$ cat src/rtl/fetch_icache_if.sv
// fetch_icache_if: word-serial refill bus between the instruction cache (master)
// and backing memory (slave).
interface fetch_icache_if #(parameter int XLEN = 32, parameter int ILEN = 32);
    logic            mem_req;
    logic [XLEN-1:0] mem_addr;
    logic            mem_ack;
    logic [ILEN-1:0] mem_data;
    modport master (output mem_req, mem_addr, input mem_ack, mem_data);
    modport slave  (input mem_req, mem_addr, output mem_ack, mem_data);
endinterface

$ cat src/rtl/fetch_icache.sv
// fetch_icache: direct-mapped read-only L1 instruction cache with combinational
// lookup and in-order word-by-word line refill.
module fetch_icache #(
    parameter int LINES = 16,
    parameter int WORDS = 4,
    parameter int XLEN  = 32,
    parameter int ILEN  = 32
) (
    input  logic             clk,
    input  logic             rst,
    input  logic [XLEN-1:0]  req_addr,
    output logic             rsp_miss,
    output logic [ILEN-1:0]  rsp_data,
    input  logic             flush,
    fetch_icache_if.master   mem
);
    localparam int WB = $clog2(WORDS);
    localparam int IB = $clog2(LINES);
    localparam int TB = XLEN - 2 - WB - IB;

    typedef enum logic {IDLE, REFILL} state_t;

    state_t            state, state_n;
    logic [LINES-1:0]  valid;
    logic [TB-1:0]     tag_mem [LINES];
    logic [ILEN-1:0]   data_mem [LINES][WORDS];
    logic [TB-1:0]     r_tag;
    logic [IB-1:0]     r_index;
    logic [WB-1:0]     cnt;
    logic              discard;
    logic [WB-1:0]     word;
    logic [IB-1:0]     index;
    logic [TB-1:0]     tag;
    logic              hit;
    logic              start;
    logic              last;

    assign word  = req_addr[2 +: WB];
    assign index = req_addr[2 + WB +: IB];
    assign tag   = req_addr[XLEN-1 -: TB];
    assign hit   = state == IDLE && valid[index] && tag_mem[index] == tag;
    assign start = state == IDLE && !hit && !flush;
    assign last  = state == REFILL && mem.mem_ack && cnt == WB'(WORDS - 1);

    always_comb begin
        state_n      = start ? REFILL : last ? IDLE : state;
        rsp_miss     = !hit;
        rsp_data     = hit ? data_mem[index][word] : '0;
        mem.mem_req  = state == REFILL;
        mem.mem_addr = state == REFILL ? {r_tag, r_index, cnt, 2'b00} : '0;
    end

    always_ff @(posedge clk) begin
        if (rst) begin
            state   <= IDLE;
            valid   <= '0;
            cnt     <= '0;
            discard <= 1'b0;
        end else begin
            state <= state_n;
            if (start) begin
                r_tag        <= tag;
                r_index      <= index;
                cnt          <= '0;
                discard      <= 1'b0;
                valid[index] <= 1'b0;
            end
            if (state == REFILL && mem.mem_ack)
                cnt <= cnt + 1'b1;
            if (last)
                valid[r_index] <= !discard;
            // flush wins over any line install in the same cycle
            if (flush) begin
                valid <= '0;
                if (state == REFILL)
                    discard <= 1'b1;
            end
        end
    end

    always_ff @(posedge clk) begin
        if (state == REFILL && mem.mem_ack)
            data_mem[r_index][cnt] <= mem.mem_data;
        if (last)
            tag_mem[r_index] <= r_tag;
    end
endmodule
$ cat src/flat_wrapper.sv
// flat-port wrapper written by rule: the top's interface ports become plain ports
module fetch_icache_flat 
#(
    parameter int LINES = 16,
    parameter int WORDS = 4,
    parameter int XLEN  = 32,
    parameter int ILEN  = 32
)
  (clk, rst, req_addr, rsp_miss, rsp_data, flush, mem_mem_req, mem_mem_addr, mem_mem_ack, mem_mem_data);
  fetch_icache_if #(.XLEN(XLEN), .ILEN(ILEN)) mem_i ();
  input  logic clk;
  input  logic rst;
  input  logic [XLEN-1:0] req_addr;
  output logic rsp_miss;
  output logic [ILEN-1:0] rsp_data;
  input  logic flush;
  output wire logic [$bits(mem_i.mem_req)-1:0] mem_mem_req;
  output wire logic [$bits(mem_i.mem_addr)-1:0] mem_mem_addr;
  input wire logic [$bits(mem_i.mem_ack)-1:0] mem_mem_ack;
  input wire logic [$bits(mem_i.mem_data)-1:0] mem_mem_data;
  assign mem_mem_req = mem_i.mem_req;
  assign mem_mem_addr = mem_i.mem_addr;
  assign mem_i.mem_ack = mem_mem_ack;
  assign mem_i.mem_data = mem_mem_data;
  fetch_icache #(.LINES(LINES), .WORDS(WORDS), .XLEN(XLEN), .ILEN(ILEN)) u_core (.clk(clk), .rst(rst), .req_addr(req_addr), .rsp_miss(rsp_miss), .rsp_data(rsp_data), .flush(flush), .mem(mem_i));
endmodule
$ cat config.mk
export PLATFORM = sky130hd
export DESIGN_NAME = fetch_icache_flat
export DESIGN_NICKNAME = d
export VERILOG_FILES = /design/src/rtl/fetch_icache_if.sv /design/src/rtl/fetch_icache.sv /design/src/flat_wrapper.sv
export SDC_FILE = /design/constraint.sdc
export NUM_CORES = 2
export LEC_CHECK = 0
export CAP_MARGIN = 20
export CORE_ASPECT_RATIO = 0.8
export CORE_MARGIN = 2
export CORE_UTILIZATION = 47
export CTS_CLUSTER_SIZE = 8
export DETAILED_ROUTE_END_ITERATION = 6
export GPL_ROUTABILITY_DRIVEN = 0
export GPL_TIMING_DRIVEN = 1
export SKIP_LAST_GASP = 1
export SLEW_MARGIN = 10
export SYNTH_ARGS = -nofsm -noshare
export SYNTH_HDL_FRONTEND = slang
export SYNTH_SLANG_ARGS = --single-unit
$ cat constraint.sdc
create_clock -name clk -period 6.4 [get_ports clk]
set_clock_uncertainty 0.1 [all_clocks]
set_input_delay 1.28 -clock clk [delete_from_list [all_inputs] [get_ports clk]]
set_output_delay 1.28 -clock clk [all_outputs]
set_load 0.02 [all_outputs]
-- Word level (Yosys, flattened, before mapping)
Memory sizes are Yosys's and may differ from the RTL's.
Index checks and enable logic that the tools add are counted.
W data, S select, Z words.
- register bits after elaboration: 48
- memory bits (writable): 2432
- bits of input ports: 68
- output and inout port bits: 66
- logic and storage cells: 68
- memories kept: 2
- memories (name ; words ; width ; rd ports ; clocked after memory_dff ; wr ports ; line ; text):
    u_core.data_mem ; 16 ; 128 ; 1 ; 0 ; 1 ; fetch_icache.sv:26 ; logic [ILEN-1:0] data_mem [LINES][WORDS];
    u_core.tag_mem ; 16 ; 24 ; 1 ; 0 ; 1 ; fetch_icache.sv:25 ; logic [TB-1:0] tag_mem [LINES];
- add/subtract/negate cells: 1
- magnitude comparators: 7
- eq/ne operators: 2
- mux-type cells: 28
- bitwise gates (word level): 6
- reductions and logical operators: 16
- operators with widths (cell ; count):
    $mux W32 ; 5
    $mux W128 ; 1
    $bmux W32 S2 ; 1
    $demux W32 S2 ; 1
    $mux W16 ; 3
    $eq A24 B24 Y1 ; 1
    $and A16 B16 Y16 ; 1
    $bwmux W16 ; 1
    $not A16 Y16 ; 1
    $mux W1 ; 11
    $lt A4 B5 Y1 const B ; 2
    $logic_and A1 B1 Y1 ; 9
    $demux W1 S4 ; 2
    $ge A4 B1 Y1 const B ; 2
    $ge A3 B3 Y1 const B ; 2
    $not A2 Y3 ; 2
    $bmux W1 S4 ; 1
    $mux W2 ; 2
    $reduce_bool A2 Y1 ; 2
    $logic_not A1 Y1 ; 3
    $lt A3 B1 Y1 const B ; 1
    $add A2 B1 Y2 const B ; 1
    $eq A2 B2 Y1 const B ; 1
    $not A1 Y1 ; 2
    other kinds (2) ; 2

-- Longest topological paths before layout
- word-level depth: 11
- gate-level depth with buffers: 13
- depth with buffers taken out: 8

-- Least setup slack after synthesis
Ideal clock, no wire load.
- path type: input-to-output
- start point: in req_addr[5]
- end point: out rsp_data[21]
- arrival: 4.033 ns
- required time: 5.020 ns
- setup slack: 0.987 ns
- cell stages on the path: 10
- path buffers: 6
- path through: buf_6 -> buf_6 -> buf_2 -> buf_2 -> clkbuf_1 -> clkbuf_1 -> mux4_2 -> mux4_2 -> mux4_2 -> nor2b_1
- longest elaborated chain between the ends: 5
- elaborated cells on any way between the ends: 11
- classes of those cells: eq/ne: 1; mux: 6; reduce/logical: 2; memory: 2
- ends and longest elaborated chain (element ; line ; text):
    start: declaration ; flat_wrapper.sv:13 ; input logic [XLEN-1:0] req_addr;
    $mem_v2 Z16 W128 or $bmux W1 S4 (tied branches) ; - ;
    $bmux W32 S2 or $mux W1 (tied branches) ; fetch_icache.sv:48, fetch_icache.sv:41 ;
    $mux W32 (implied by the code) or $logic_and A1 B1 Y1 (tied branches) (2 in a row) ; fetch_icache.sv:48, fetch_icache.sv:41 ;
    $mux W32 * ; fetch_icache.sv:48 ; rsp_data = hit ? data_mem[index][word] : '0;
    end: declaration ; flat_wrapper.sv:15 ; output logic [ILEN-1:0] rsp_data;
Every way passes the cells marked *; elsewhere a longest branch is shown, timed or not. The select of a mux whose other input is x is not followed.

-- Final worst setup path
- start point: in req_addr[5]
- end point: out rsp_data[15]
Same word-level chain as after synthesis.

==> results.py <==
metrics = {
    "critical_path": {
        "cp_num_cells": 12,
        "critPathArrivalTime_ns": 4.86,
        "critPathMaxFanout": 21,
        "critical-path-slowest-cell": "clkdlybuf4s50_1",
        "r2r_cells": 12,
        "crit_chain": "buf_8 > buf_4 > mux4_2 > mux4_2 > xnor2_1 > buf_4 > nor3b_1 > nand4_1 > buf_12 > buf_12 > nor2b_1 > clkdlybuf4s50_1",
        "startpoint": "req_addr[5]",
        "cp_top_family": "buffers and inverters",
        "timing.critical_path.buf_inv": 6,
        "crit_path_end_kind": "output pin",
        "max_stage_delay_ns": 0.61,
        "worstSetupStartpointType": "input pin",
        "required_ns": 5.02,
        "r2r_start": "u_core.tag_mem[7][19]",
        "critPathKind": "in2out",
    },
    "final_layout": {
        "fin_util": 0.554,
        "final_cells": 7182,
        "final_cell_mix": "edfxtp_1, mux4_2, clkbuf_16, buf_4, mux2i_1",
        "drive_above_1_share": 0.335,
        "final_common_cell": "edfxtp_1",
        "nets": 4528,
        "syn2layout_area_growth_pct": 16.9,
    },
    "job": {
        "cap_violations": 0,
    },
    "pwr": {
        "powerDensity_nw_per_um2": 322,
        "total_power_mw": 35.9,
        "p_leak_nw": 35.0,
        "ir_drop_mv": 0.277,
    },
    "floorplanning": {
        "num_rows": 147,
        "core_area_sq_um": 201000,
        "die-area_sq_um": 207000,
        "start_util": 0.474,
        "die_w_um": 508,
        "die_h_um": 407,
        "ioPinCount": 134,
    },
    "clock_tree": {
        "cts_root_buffer": "clkbuf_16",
        "clk_pin_slew_ns": 0.05,
        "numCtsBuffers": 360,
        "cts_htree_levels": 5,
        "clk_latency_ns": 0.95,
        "clock_path_buffers": 4,
        "ctsHoldBuffers": 0,
        "cts_num_sinks": 2480,
        "post_cts_buffers": 0,
        "cts_tree": "done",
    },
    "sta": {
        "finalSetupViolations": 0,
        "finalHoldViolations": 0,
        "fin_tns_setup_ns": 0,
        "fin_crit_sh": 0.975,
        "max_freq_mhz": 160,
        "slew_violations": 0,
        "worst_pin_slew_ns": 1.08,
        "hold_ws_ns": 0.470,
        "min_period_ns": 6.24,
        "rsz0062_at_grt": "no",
        "slew_headroom": 0.278,
    },
    "synthesis": {
        "syn-cell-area_sq_um": 95400,
        "netlist_top_cells_area": "edfxtp_1, mux4_2, mux2i_1",
        "syn_inst": 3932,
        "synth_top_area_frac": 0.774,
        "synth_cell_type_count": 56,
        "syn_area_per_cell_sq_um": 24.3,
        "synth_edf_count": 2460,
        "synth_top_area_cell": "edfxtp_1",
        "ys_seq_area_frac": 0.779,
        "yosys_most_used_dff": "edfxtp_1",
        "synth_warnings": 0,
        "async_flop_share": 0,
        "synth.ff_latch_count": 2480,
    },
    "detailed_routing": {
        "wl_um": 230000,
        "vias": 44200,
        "wl_per_cell_um": 32.0,
        "postRouteAntennaNets": 0,
        "drc": 0,
        "routed_via_density": 6.15,
        "drtIter0Drc": 4860,
        "dr.pass1.iters": 5,
    },
    "global_routing": {
        "grt_max_degree": 77,
        "antenna_found_initial": 9,
        "grt.overflow.total": 0,
        "grt_pass1_wl_um": 330000,
        "grt_usage": 0.224,
        "grt_pass1_vias": 45100,
    },
    "hold_path": {
        "hold_depth": 2,
        "min-delay-start": "u_core.valid[12]",
        "hp-class": "reg2reg",
    },
    "status": {
        "outcome": "completed",
    },
    "place": {
        "dp_hpwl_um": 131000,
        "place_inst": 6749,
        "port-buffer-count": 129,
    },
}
## registers in the layout, indices dropped and copies added, names as in the netlist
name                cells
u_core.cnt              2
u_core.data_mem      2048
u_core.discard          1
u_core.mem.mem_req      1
u_core.r_index          4
u_core.r_tag           24
u_core.tag_mem        384
u_core.valid           16
## layout make-up
class                   instances  area (sq um)
well taps                    2682          3360
fillers                     14800         89700
clock buffers                 394          9290
clock inverters                10          81.3
repair buffers                370          3830
multi-input cells            1230         20600
flip-flops and latches       2480         74300
inverters                      14          52.6
diodes                          2          5.00
## power by group
group / total [mW] / switching [mW] / internal (mW)
registers: 18.0 / 0.0408 / 17.9
logic: 1.64 / 0.915 / 0.721
clock network: 16.3 / 6.27 / 10.0
## path summary, 6_finish.rpt
kind	endpoint	slack, ns
setup / recovery	rsp_data[15]	0.16
hold / removal	u_core.valid[12]	0.47
setup reg to reg	u_core.r_tag[15]	2.43
hold reg to reg	u_core.valid[12]	0.47
## cell usage after synthesis (13+ instances only)
cell      number
edfxtp_1    2460
mux4_2       750
nor2_1        82
buf_2         77
mux2i_1       72
clkbuf_1      70
buf_1         47
nor2b_1       42
nand2_1       41
and2_1        39
a31oi_1       23
dfxtp_1       20
xnor2_1       20
o211ai_1      19
nand3_1       14
a22oi_1       13
inv_1         13
o21ai_0       13
## layer usage
metal,GRT usage,vias up,part of all wire
met1,0.334,24100,0.44
met4,0.0568,10,0.022
li1,-,17900,-
met5,0,-,0.00027
met2,0.339,1734,0.47
met3,0.0470,376,0.073
## repair_timing
| action | CTS | global route |
|---|---|---|
| hold endpoints to repair | 0 | 0 |
| gates resized for setup | 0 | 11 |
| endpoints found under the setup margin | 0 | 15 |
## metrics by stage
| stage | worst slack (ns) | instance area (sq um) |
|---|---|---|
| after floorplan | 0.987 | 95400 |
| after global placement | 0.171 | 102000 |
| after detailed placement | 0.152 | 102000 |
| after CTS | 0.138 | 111000 |
| after global routing | 0.00662 | 111000 |
| final | 0.158 | 112000 |
## cell families (layout without fill, tap and decap cells)
family,count (synthesis),after routing,share of synthesized area
flip-flops,2480,2480,0.779
multiplexers,833,833,0.186
AND/OR/NAND/NOR,244,244,0.0128
buffers and inverters,223,788,0.0106
AO/OA/AOI/OAI,118,118,0.00893
XOR/XNOR,29,29,0.00266
adder cells (fa/ha/maj),4,4,0.000525
other,1,4,0.0000393
## tightest hold or removal path, delay by kind of cell, from the launching register on
kind / cells / cell delay (ns)
flops: 1 / 0.31
compound gates: 2 / 0.21
No activity file was read; power rests on OpenSTA's default activity.
